**config.mk**
```make
export PLATFORM = sky130hd
export DESIGN_NAME = instr_fetch
export DESIGN_NICKNAME = d
export VERILOG_FILES = /design/src/rtl/fetch_pkg.sv /design/src/rtl/fetch_queue.sv /design/src/rtl/instr_fetch.sv
export SDC_FILE = /design/constraint.sdc
export NUM_CORES = 1
export LEC_CHECK = 0
export CORE_AREA = 5 5 169 171
export CTS_BUF_LIST = sky130_fd_sc_hd__clkbuf_4 sky130_fd_sc_hd__clkbuf_8 sky130_fd_sc_hd__clkbuf_16
export DETAILED_ROUTE_END_ITERATION = 8
export DIE_AREA = 0 0 174 176
export PLACE_DENSITY = 0.66
export SKIP_LAST_GASP = 1
export SLEW_MARGIN = 25
export SYNTH_ARGS = -nofsm -noshare
export SYNTH_HDL_FRONTEND = slang
export SYNTH_SLANG_ARGS = --single-unit
export TNS_END_PERCENT = 50
```
**constraint.sdc**
```tcl
create_clock -name clk -period 7.6 [get_ports clk]
set_input_delay 1.52 -clock clk [delete_from_list [all_inputs] [get_ports clk]]
set_output_delay 1.52 -clock clk [all_outputs]
set_load 0.01 [all_outputs]
```
**src/rtl/fetch_pkg.sv**
```systemverilog
// fetch_pkg: shared types and constants for the instruction fetch stage.
//   fetch_state_t : fetch FSM states (IDLE, REQ, DROP)
//   fetch_entry_t : prefetch queue entry {pc, instr}
//   NOP_INSTR     : instruction presented when no entry is valid (addi x0,x0,0)
//   PC_STEP       : sequential fetch increment
//   align_pc()    : forces a target address onto a word boundary
`timescale 1ns/1ps
package fetch_pkg;

  typedef enum logic [1:0] {
    IDLE = 2'd0,
    REQ  = 2'd1,
    DROP = 2'd2
  } fetch_state_t;

  typedef struct packed {
    logic [31:0] pc;
    logic [31:0] instr;
  } fetch_entry_t;

  localparam logic [31:0] NOP_INSTR = 32'h0000_0013;
  localparam logic [31:0] PC_STEP   = 32'd4;

  function automatic logic [31:0] align_pc(input logic [31:0] addr);
    return {addr[31:2], 2'b00};
  endfunction

endpackage

```
**src/rtl/fetch_queue.sv**
```systemverilog
// fetch_queue: synchronous FIFO holding prefetched {pc, instr} entries.
// Flush has priority over push and pop. A push into a full queue is accepted
// only when a pop happens in the same cycle, so the count stays unchanged.
// Ports:
//   clk, nrst    clock, asynchronous active-low reset
//   i_push       write i_push_data at the tail
//   i_push_data  entry to write
//   i_pop        remove the head entry (ignored when empty)
//   i_flush      discard every entry
//   o_head       head entry (contents undefined when o_empty)
//   o_count      number of stored entries
//   o_full       o_count == DEPTH
//   o_empty      o_count == 0
`timescale 1ns/1ps
module fetch_queue
  import fetch_pkg::*;
#(
  parameter int DEPTH = 2,
  localparam int AW = $clog2(DEPTH),
  localparam int CW = AW + 1
) (
  input  logic         clk,
  input  logic         nrst,
  input  logic         i_push,
  input  fetch_entry_t i_push_data,
  input  logic         i_pop,
  input  logic         i_flush,
  output fetch_entry_t o_head,
  output logic [CW-1:0] o_count,
  output logic         o_full,
  output logic         o_empty
);

  logic [AW-1:0] r_wr_ptr;
  logic [AW-1:0] r_rd_ptr;
  logic [CW-1:0] r_count;
  fetch_entry_t  r_mem [DEPTH];

  logic w_do_push;
  logic w_do_pop;

  assign o_count = r_count;
  assign o_full  = (r_count == CW'(DEPTH));
  assign o_empty = (r_count == '0);
  assign o_head  = r_mem[r_rd_ptr];

  assign w_do_pop  = i_pop && !o_empty;
  assign w_do_push = i_push && (!o_full || w_do_pop);

  // Pointers wrap naturally because DEPTH is a power of two.
  always_ff @(posedge clk or negedge nrst) begin
    if (!nrst) begin
      r_wr_ptr <= '0;
      r_rd_ptr <= '0;
      r_count  <= '0;
    end else if (i_flush) begin
      r_wr_ptr <= '0;
      r_rd_ptr <= '0;
      r_count  <= '0;
    end else begin
      if (w_do_push) r_wr_ptr <= r_wr_ptr + 1'b1;
      if (w_do_pop)  r_rd_ptr <= r_rd_ptr + 1'b1;
      case ({w_do_push, w_do_pop})
        2'b10:   r_count <= r_count + 1'b1;
        2'b01:   r_count <= r_count - 1'b1;
        default: r_count <= r_count;
      endcase
    end
  end

  // NOTE: storage is deliberately not reset; an entry is only ever read after
  // it has been written, and leaving it out of reset keeps it plain RAM/flops.
  always_ff @(posedge clk) begin
    if (w_do_push && !i_flush) r_mem[r_wr_ptr] <= i_push_data;
  end

endmodule

```
**src/rtl/instr_fetch.sv**
```systemverilog
// instr_fetch: fetch stage feeding the core. Owns the fetch PC, issues one
// outstanding req/ack fetch at a time, buffers words in fetch_queue and presents
// {instruction, pc} with valid/ready. A redirect flushes and restarts fetching.
// Ports:
//   clk, nrst                 clock, asynchronous active-low reset
//   imem_req / imem_addr      fetch request (held until ack) and word address
//   imem_ack / imem_rdata     one-cycle completion pulse and fetched word
//   redirect / redirect_pc    branch/jump restart pulse and target
//   instr_ready               core accepts the head entry
//   instr_valid               head entry valid
//   instruction / pc          head entry (NOP / last valid pc when not valid)
//   misaligned                sticky: last redirect target was not word aligned
`timescale 1ns/1ps
module instr_fetch
  import fetch_pkg::*;
#(
  parameter logic [31:0] RESET_PC = 32'h0000_0000,
  parameter int          QDEPTH   = 2
) (
  input  logic        clk,
  input  logic        nrst,
  output logic        imem_req,
  output logic [31:0] imem_addr,
  input  logic        imem_ack,
  input  logic [31:0] imem_rdata,
  input  logic        redirect,
  input  logic [31:0] redirect_pc,
  input  logic        instr_ready,
  output logic        instr_valid,
  output logic [31:0] instruction,
  output logic [31:0] pc,
  output logic        misaligned
);

  localparam int CW = $clog2(QDEPTH) + 1;

  fetch_state_t r_state;
  fetch_state_t w_state_next;
  logic [31:0]  r_fetch_pc;
  logic [31:0]  r_drop_addr;
  logic [31:0]  r_last_pc;
  logic         r_misaligned;

  fetch_entry_t  w_head;
  logic [CW-1:0] w_count;
  logic [CW:0]   w_count_after;
  logic          w_full;
  logic          w_empty;
  logic          w_push;
  logic          w_pop;
  logic          w_space_after;

  // Acked data is kept only in REQ and only when no redirect kills it.
  assign w_push = (r_state == REQ) && imem_ack && !redirect;
  assign w_pop  = instr_valid && instr_ready && !redirect;

  // Occupancy after this cycle's push/pop decides whether the next request
  // can be issued straight away (back-to-back fetching).
  assign w_count_after = {1'b0, w_count} + {{CW{1'b0}}, w_push} - {{CW{1'b0}}, w_pop};
  assign w_space_after = (w_count_after < (CW+1)'(QDEPTH));

  fetch_queue #(.DEPTH(QDEPTH)) u_queue (
    .clk         (clk),
    .nrst        (nrst),
    .i_push      (w_push),
    .i_push_data ('{pc: r_fetch_pc, instr: imem_rdata}),
    .i_pop       (w_pop),
    .i_flush     (redirect),
    .o_head      (w_head),
    .o_count     (w_count),
    .o_full      (w_full),
    .o_empty     (w_empty)
  );

  // NOTE: next-state logic takes a default first so no path leaves it unassigned
  // (which would infer a latch).
  always_comb begin
    w_state_next = r_state;
    unique case (r_state)
      IDLE: if (!redirect && !r_misaligned && !w_full) w_state_next = REQ;
      REQ: begin
        if (redirect)      w_state_next = imem_ack ? IDLE : DROP;
        else if (imem_ack) w_state_next = w_space_after ? REQ : IDLE;
      end
      DROP:    if (imem_ack) w_state_next = IDLE;
      default: w_state_next = IDLE;
    endcase
  end

  // NOTE: all sequential state uses non-blocking assignments so every register
  // samples pre-edge values regardless of process ordering.
  always_ff @(posedge clk or negedge nrst) begin
    if (!nrst) begin
      r_state      <= IDLE;
      r_fetch_pc   <= RESET_PC;
      r_drop_addr  <= RESET_PC;
      r_last_pc    <= RESET_PC;
      r_misaligned <= 1'b0;
    end else begin
      r_state <= w_state_next;
      if (redirect) begin
        r_fetch_pc   <= align_pc(redirect_pc);
        r_misaligned <= |redirect_pc[1:0];
      end else if ((r_state == REQ) && imem_ack) begin
        r_fetch_pc <= r_fetch_pc + PC_STEP;
      end
      // The abandoned request keeps its address on the bus until acked.
      if ((r_state == REQ) && redirect && !imem_ack) r_drop_addr <= r_fetch_pc;
      if (!w_empty) r_last_pc <= w_head.pc;
    end
  end

  assign imem_req    = (r_state != IDLE);
  assign imem_addr   = (r_state == DROP) ? r_drop_addr : r_fetch_pc;
  assign instr_valid = !w_empty;
  assign instruction = instr_valid ? w_head.instr : NOP_INSTR;
  assign pc          = instr_valid ? w_head.pc : r_last_pc;
  assign misaligned  = r_misaligned;

endmodule

```
==> flow_metrics.tcl, run 1 <==
set metrics [dict create \
    cts_max_level 1 \
    slew_viol_final 0 \
    ctsHoldBuffers 0 \
    cts_setup_buffers 0 \
    grt_pass1_wl_mm 33.3 \
    r2r_slack_ns 4.24 \
    dr.pass1.iters 5 \
    cts.sinks 223 \
    arrival_ns 2.76 \
    start_util_pct 34.8 \
    finalCriticalPeriod_ns 4.28 \
    hold_class "reg2reg" \
    power.leakage_nw 4.33 \
    mostFrequentLayoutCell "clkdlybuf4s50_1" \
    cap_violations 0 \
    critPathMaxFanout 92 \
    ys_ff_latch 223 \
    cts_resized 0 \
    tritoncts "done" \
    cp.required_ns 6.08 \
    synthTopCellsByArea "edfxtp_1 40%, dfrtp_1 27%, mux2i_1 6.8%" \
    ys.flop_type "edfxtp_1" \
    n_antenna_cell 0 \
    numCtsBuffers 24 \
    synth_edf_count 124 \
    wl_per_cell_microns 17.5 \
    die_h_microns 176 \
    viasPerCell 4.90 \
    synth.distinct_cells 47 \
    core.rowCount 60 \
    fin_total_pwr_mw 3.27 \
    hpwlAfterDp_mm 14.1 \
    hold_viol 0 \
    reg2reg_depth 12 \
    setup_viol 0 \
    cp-start-kind "flip-flop" \
    ys.warnings.count 0 \
    drtIter0Drc 362 \
    crit_path_end_kind "output pin" \
    path_clk_slew_ns 0.06 \
    yosys.area.top_type "edfxtp_1" \
    finalCoreUtilization_pct 45.5 \
    num_vias 5864 \
    drc 0 \
    fin_nets 910 \
    outcome "finished, final reports clean" \
    powerDensity_nw_per_um2 269 \
    max-slew-margin-rel_pct 42.0 \
    synth_seq_area_share_pct 66.7 \
    grt_max_degree 93 \
    synthArstFlopShare_pct 44.4 \
    ant_nets 0 \
    tightest_slew_ns 0.870 \
    hold_depth 1 \
    grt_usage_pct 13.5 \
    grt_pass1_vias 5833 \
    pin_count 168 \
    syn_to_final_growth_pct 30.7 \
    cts_root_buf "clkbuf_16" \
    tns_ns 0 \
    layout_common_cells "164 x clkdlybuf4s50_1, 124 x edfxtp_1, 98 x dfrtp_1" \
    min_period_over_period_pct 56.3 \
    netlist_area_sq_um 9300 \
    gp_congestion 0.765 \
    finClkSkew_ns 0.00798 \
    finalWirelength_mm 21.0 \
    antenna_found_initial 0 \
    synthCells 677 \
    ir_worst_vdd_uv 143 \
    insertion_delay_ns 0.51 \
    worst-setup-path-type "reg2out" \
    die_x_microns 174 \
    grt-ovfl-total 0 \
    fmaxAchievable_mhz 234 \
    place.port_buffers 165 \
    dieArea_sq_um 30600 \
    synth.avg_cell_area_sq_um 13.7 \
    coreArea_sq_um 26700 \
    rsz0062_at_grt "false" \
    drive_above_1_share_pct 13.7 \
    yosysTopAreaCellShare_pct 40.1 \
    clock_path_buffers 3 \
]
==> kinds of logic (layout without fill, tap and decap cells) <==
family / Yosys count / count (layout) / synth area share (%)
DFF: 223 / 223 / 66.7
muxes: 121 / 121 / 13.8
adders and majority gates: 3 / 3 / 0.484
buffers and inverters: 45 / 223 / 2.30
xor gates and xnor gates: 11 / 11 / 1.04
AOI/OAI and AO/OA: 93 / 93 / 5.87
other: 1 / 2 / 0.0403
and+or+nand+nor: 180 / 180 / 9.76
==> routing by layer <==
layer	wire length, microns	up-vias	part of all wire (%)	track usage, %
met2	9470	140	45	20.7
met1	10100	2862	48	19.8
met4	395	0	1.9	3.66
met3	1060	32	5.0	2.27
li1	-	2830	-	-
met5	0	-	0	0
==> power by group <==
part	leakage (nW)	switching, mW	internal [mW]
clock	0.426	0.459	0.788
combinational	1.59	0.222	0.283
sequential	2.32	0.0878	1.44
total	4.33	0.768	2.51
==> final timing paths <==
path	end	start
min	r_last_pc[0]	r_last_pc[0]
max in group asynchronous	u_queue.r_rd_ptr	nrst
min in group asynchronous	r_drop_addr[25]	nrst
max	instruction[4]	u_queue.o_count[1]
max reg2reg	r_state[0]	u_queue.o_count[1]
min reg2reg	r_last_pc[0]	r_last_pc[0]
==> stage by stage <==
stage	instance area [sq um]	worst slack [ns]	hold WS (ns)	instances
after floorplan	9300	0.448	0.437	678
after CTS	12100	3.22	0.483	1197
after global routing	12200	3.04	0.498	1197
final	12200	3.32	0.478	1197
after detailed placement	11300	3.40	0.469	1153
after global placement	11300	3.45	0.463	1152
==> sequential cells by signal, summed over array words and instances, names as in the netlist <==
signal / count
r_last_pc: 32
u_queue.r_rd_ptr: 1
u_queue.r_mem: 124
u_queue.o_count: 2
misaligned: 1
r_fetch_pc: 30
r_drop_addr: 30
r_state: 2
u_queue.r_wr_ptr: 1
==> cell usage after synthesis, types with 2 or more instances <==
cell / instances
and4_1: 2
dfrtp_1: 99
inv_1: 5
a211oi_1: 2
nand4_4: 2
edfxtp_1: 124
nand3_1: 9
nor3_1: 4
or4_1: 14
buf_6: 3
o31ai_1: 14
clkbuf_1: 23
mux2i_1: 63
and3_1: 7
mux2_1: 2
o21ai_0: 49
buf_2: 9
buf_4: 3
mux2_2: 56
a21o_1: 2
nand4_1: 6
a21oi_1: 4
nor2b_1: 3
nand2_1: 58
or3_1: 6
o31a_1: 2
xnor2_1: 3
nand2b_1: 3
and2_1: 3
xor2_1: 8
ha_1: 2
nor2_1: 53
a31oi_1: 19
buf_1: 2
==> area by class of cell <==
| type | instances | area (sq um) |
|---|---|---|
| inverter | 5 | 18.8 |
| multi-input combinational | 410 | 2910 |
| sequential | 223 | 6200 |
| clock inverter | 14 | 198 |
| clock buffer | 30 | 663 |
| timing repair buffer | 174 | 1730 |
| fill | 2409 | 14600 |
| tap | 341 | 427 |
==> critical path: stages, from the launching register on <==
cell and delay [ns]:
dfrtp_1 0.49, nor2_4 0.12, buf_4 0.66, inv_1 0.28
nand2_1 0.14, clkdlybuf4s50_1 0.54
(Power assumes the default switching activity.)
==> run 2: changes to the inputs <==
==> constraint.sdc (replaced) <==
create_clock -name clk -period 4.25 [get_ports clk]
set_input_delay 0.85 -clock clk [delete_from_list [all_inputs] [get_ports clk]]
set_output_delay 0.85 -clock clk [all_outputs]
set_load 0.01 [all_outputs]
==> flow_metrics.tcl, run 2 (synthesis gave the netlist of run 1 again) <==
set metrics [dict create \
    outcome "finished, final reports clean" \
    intPower_mw 4.35 \
    power.leakage_nw 4.33 \
    viasPerCell 4.86 \
    dp_slack_ns 1.01 \
    arrival_ns 2.70 \
    finalCriticalPeriod_ns 3.55 \
    syn_to_final_growth_pct 30.7 \
    largest_reg_flops 124 \
    multi_input_area_sq_um 2920 \
    num-fill-cells 2366 \
    p_seq_share_pct 47.5 \
    n_antenna_cell 0 \
    largest-register "u_queue.r_mem" \
    insertion_delay_ns 0.51 \
    path_cells "buf_4 > mux2i_1 > o21ai_0 > clkdlybuf4s50_1" \
    clock_path_buffers 3 \
    antenna_found_initial 0 \
    slew_viol_final 0 \
    cts_max_level 1 \
    cp.required_ns 3.40 \
    drc 0 \
    finClkSkew_ns 0.00666 \
    finalWirelength_mm 21.4 \
    min_period_over_period_pct 83.6 \
    ant_nets 0 \
    final_area_sq_um 12200 \
    num_vias 5835 \
    grt_pass1_vias 5889 \
    power_frac_clock_pct 36.7 \
    cts_setup_buffers 0 \
    ctsHoldBuffers 0 \
    finalCoreUtilization_pct 45.5 \
    fmaxAchievable_mhz 281 \
    powerDensity_nw_per_um2 472 \
    drive_above_1_share_pct 13.9 \
    rsz0062_at_grt "false" \
    start_util_pct 34.8 \
    crit_buf_inv 2 \
    hold_viol 0 \
    numCtsBuffers 24 \
    grt_pass1_wl_mm 33.8 \
    placed_area_sq_um 11300 \
    hpwlAfterDp_mm 14.3 \
    setup_viol 0 \
    top_regs "u_queue.r_mem (124), r_last_pc (32)" \
    place.port_buffers 165 \
    cap_violations 0 \
    cts.sinks 223 \
    cp_top_family "buffers and inverters" \
    drtIter0Drc 370 \
    tns_ns 0 \
    swShare_pct 24.2 \
    die_x_microns 174 \
    critPathMaxFanout 27 \
    mostFrequentLayoutCell "clkdlybuf4s50_1" \
    core.rowCount 60 \
    layout_common_cells "164 x clkdlybuf4s50_1, 124 x edfxtp_1, 98 x dfrtp_1" \
    power.switching_mw 1.39 \
    gp_congestion 0.805 \
    cp-start-kind "flip-flop" \
    dieArea_sq_um 30600 \
    die_h_microns 176 \
    fin_nets 913 \
    pin_count 168 \
    grt_max_degree 94 \
    dr.pass1.iters 4 \
    cts_root_buf "clkbuf_16" \
    grt-ovfl-total 0 \
    ir_worst_vdd_uv 270 \
    setup_slack_ns 0.697 \
    path_clk_slew_ns 0.06 \
    seq_area_sq_um 6200 \
    cp_slowest_cell "dfrtp_4" \
    tritoncts "done" \
    cts_resized 0 \
    coreArea_sq_um 26700 \
    grt_usage_pct 13.7 \
    crit_path_end_kind "output pin" \
    max_stage_delay_ns 0.75 \
    tightest_slew_ns 0.590 \
    hold_class "in2async" \
    worst-setup-path-type "reg2out" \
    combPwrFrac_pct 15.9 \
    max-slew-margin-rel_pct 60.7 \
    wl_per_cell_microns 17.8 \
]
-- run 2: worst paths after layout --
path | to | slack (ns) | startpoint | depth (start not counted)
setup / recovery | pc[3] | 0.70 | u_queue.r_rd_ptr | 4
hold reg to reg | r_last_pc[1] | 0.48 | r_last_pc[1] | 1
setup reg to reg | r_state[0] | 1.35 | u_queue.o_count[1] | 12
min in group clk | r_last_pc[1] | 0.48 | r_last_pc[1] | 1
hold / removal | r_drop_addr[24] | 0.35 | nrst | 1
max in group asynchronous | r_last_pc[4] | 3.02 | nrst | 2
-- run 2: worst register-to-register path, cell delays in order, from the launching register on --
cell	delay [ns]
dfrtp_1	0.49
nor2_4	0.15
buf_12	0.33
inv_1	0.25
nand2_1	0.16
nor2_1	0.06
ha_1	0.28
nand2b_1	0.15
fa_1	0.38
xnor2_1	0.14
a21o_1	0.18
a21oi_1	0.14
nor3_1	0.06
-- run 2: through the flow --
step | hold slack (ns) | power (mW) | instances
after floorplan | 0.437 | 3.16 | 678
after global placement | 0.466 | 3.67 | 1156
after detailed placement | 0.469 | 3.69 | 1156
after CTS | 0.341 | 5.83 | 1200
after global routing | 0.380 | 6.02 | 1200
final | 0.345 | 5.74 | 1200
-- run 2: area by class of cell --
type / instances / area share, %
inverters: 5 / 0.154
clock inverters: 15 / 1.24
clock buffers: 29 / 5.39
repair buffers: 177 / 14.6
multi-input cells: 410 / 24.0
flip-flops and latches: 223 / 51.0
well taps: 341 / 3.51
-- run 2: power by group through the flow --
| stage | Combinational, mW | Sequential [mW] | Clock, mW |
|---|---|---|---|
| after floorplan | 0.453 | 2.71 | 0 |
| after global placement | 0.912 | 2.76 | 0 |
| after detailed placement | 0.926 | 2.77 | 0 |
| after CTS | 0.931 | 2.73 | 2.18 |
| after global routing | 0.997 | 2.76 | 2.26 |
| final | 0.910 | 2.72 | 2.11 |
-- run 2: layer usage --
layer / share of wire [%] / up-vias / global-route usage [%]
met5: 0 / - / 0
li1: - / 2826 / -
met2: 45 / 154 / 21.5
met3: 4.9 / 31 / 2.55
met4: 2.6 / 0 / 3.99
met1: 47 / 2824 / 19.5
==> run 3: changes to the inputs <==
==> constraint.sdc (replaced) <==
create_clock -name clk -period 3.6 [get_ports clk]
set_input_delay 0.72 -clock clk [delete_from_list [all_inputs] [get_ports clk]]
set_output_delay 0.72 -clock clk [all_outputs]
set_load 0.01 [all_outputs]
==> flow_metrics.tcl, run 3 (synthesis gave the netlist of run 1 again) <==
set metrics [dict create \
    antenna_found_initial 0 \
    path_clk_slew_ns 0.06 \
    cts_max_level 1 \
    clock_path_buffers 3 \
    die_h_microns 176 \
    dieArea_sq_um 30600 \
    max_stage_delay_ns 0.74 \
    power_frac_clock_pct 35.9 \
    grt_pass1_vias 5929 \
    num_vias 5896 \
    cp.required_ns 2.88 \
    gp_congestion 0.802 \
    syn_to_final_growth_pct 30.8 \
    tritoncts "done" \
    hold_class "in2async" \
    max-slew-margin-rel_pct 55.9 \
    numCtsBuffers 25 \
    start_util_pct 34.8 \
    dr.pass1.iters 4 \
    coreArea_sq_um 26700 \
    finalWirelength_mm 21.4 \
    viasPerCell 4.90 \
    num-fill-cells 2421 \
    p_seq_share_pct 48.0 \
    crit_buf_inv 2 \
    place.port_buffers 165 \
    setup_viol 0 \
    finClkSkew_ns 0.00631 \
    grt_pass1_wl_mm 33.9 \
    placed_area_sq_um 11400 \
    path_cells "buf_4 > mux2i_1 > o21ai_0 > clkdlybuf4s50_1" \
    hpwlAfterDp_mm 14.6 \
    wl_per_cell_microns 17.7 \
    swShare_pct 24.3 \
    ir_worst_vdd_uv 240 \
    cts.sinks 223 \
    cp-start-kind "flip-flop" \
    grt-ovfl-total 0 \
    seq_area_sq_um 6200 \
    intPower_mw 5.08 \
    finalCoreUtilization_pct 45.5 \
    mostFrequentLayoutCell "clkdlybuf4s50_1" \
    fmaxAchievable_mhz 304 \
    cts_setup_buffers 0 \
    tightest_slew_ns 0.661 \
    drive_above_1_share_pct 14.5 \
    power.switching_mw 1.62 \
    use_met1_pct 19.8 \
    fin_nets 917 \
    multi_input_area_sq_um 2920 \
    cts_resized 0 \
    finalCriticalPeriod_ns 3.29 \
    grt_usage_pct 13.8 \
    crit_path_end_kind "output pin" \
    grt_max_degree 63 \
    cts_root_buf "clkbuf_16" \
    ctsHoldBuffers 0 \
    met3_usage_pct 2.70 \
    cp_top_family "buffers and inverters" \
    critPathMaxFanout 24 \
    largest_reg_flops 124 \
    cp_slowest_cell "dfrtp_4" \
    core.rowCount 60 \
    ant_nets 0 \
    n_antenna_cell 0 \
    drc 0 \
    final_area_sq_um 12200 \
    worst-setup-path-type "reg2out" \
    grt_use_met2_pct 21.6 \
    rsz0062_at_grt "false" \
    layout_common_cells "164 x clkdlybuf4s50_1, 124 x edfxtp_1, 98 x dfrtp_1" \
    power.leakage_nw 4.34 \
    grt.busiest_layer "met2" \
    min_period_over_period_pct 91.5 \
    slew_viol_final 0 \
    pin_count 168 \
    outcome "finished, final reports clean" \
    combPwrFrac_pct 16.1 \
    die_x_microns 174 \
    drtIter0Drc 362 \
    top_regs "u_queue.r_mem (124), r_last_pc (32)" \
    cap_violations 0 \
    arrival_ns 2.57 \
    largest-register "u_queue.r_mem" \
    powerDensity_nw_per_um2 551 \
    insertion_delay_ns 0.51 \
    hold_viol 0 \
]
## run 3: changes by cell type in the layout (fill, tap and decap cells not counted)
cell | previous run | this run
buf_4 | 10 | 13
bufinv_16 | 3 | 0
clkbuf_4 | 4 | 6
clkbuf_8 | 0 | 6
clkinv_1 | 4 | 2
clkinv_2 | 6 | 5
clkinvlp_4 | 2 | 1
## run 3: metrics by stage
stage | instances | worst slack (ns) | total power, mW | hold slack, ns | TNS (ns)
finish | 1204 | 0.306 | 6.70 | 0.251 | 0
CTS | 1204 | 0.235 | 6.80 | 0.254 | 0
global placement | 1159 | 0.535 | 4.34 | 0.463 | 0
global route | 1204 | 0.125 | 7.04 | 0.284 | 0
detailed placement | 1159 | 0.495 | 4.37 | 0.473 | 0
floorplan | 678 | -0.564 | 3.73 | 0.424 | -69.44
## run 3: worst register-to-register path: stages, from the launching register on
cell	delay, ns
dfrtp_1	0.49
nor2_4	0.21
inv_1	0.17
nand2_1	0.14
nor2_1	0.06
ha_1	0.28
nand2b_1	0.15
fa_1	0.38
xnor2_1	0.13
a21o_1	0.18
a21oi_1	0.14
nor3_1	0.06
## run 3: metal layers
layer  wire (microns)  vias up  part of all wire [%]
met2             9550      159                    45
met5                0        -                     0
li1                 -     2852                     -
met4              385        0                   1.8
met1            10200     2860                    48
met3             1270       25                   6.0
## run 3: path summary, 6_finish.rpt
kind	startpoint	endpoint	slack, ns	cells after the start
worst max-delay path	u_queue.r_rd_ptr	pc[2]	0.31	4
worst min-delay path	nrst	r_drop_addr[29]	0.25	1
worst max register to register	u_queue.o_count[1]	r_state[0]	1.08	11
worst min register to register	r_last_pc[0]	r_last_pc[0]	0.48	1
max in group asynchronous	nrst	r_fetch_pc[3]	2.60	2
min in group clk	r_last_pc[0]	r_last_pc[0]	0.48	1
## run 3: power by group through the flow
stage	Clock [mW]	Combinational, mW	Sequential (mW)
after CTS	2.48	1.11	3.22
after detailed placement	0	1.11	3.27
after global routing	2.60	1.19	3.26
after global placement	0	1.09	3.25
final	2.40	1.08	3.22
after floorplan	0	0.535	3.19
## run 3: final cells by class
cell class | instances | area share (%)
timing repair buffer | 180 | 14.8
inverter | 5 | 0.154
clock inverter | 8 | 0.329
tap | 341 | 3.51
clock buffer | 37 | 6.19
multi-input combinational | 410 | 24.0
sequential | 223 | 51.0
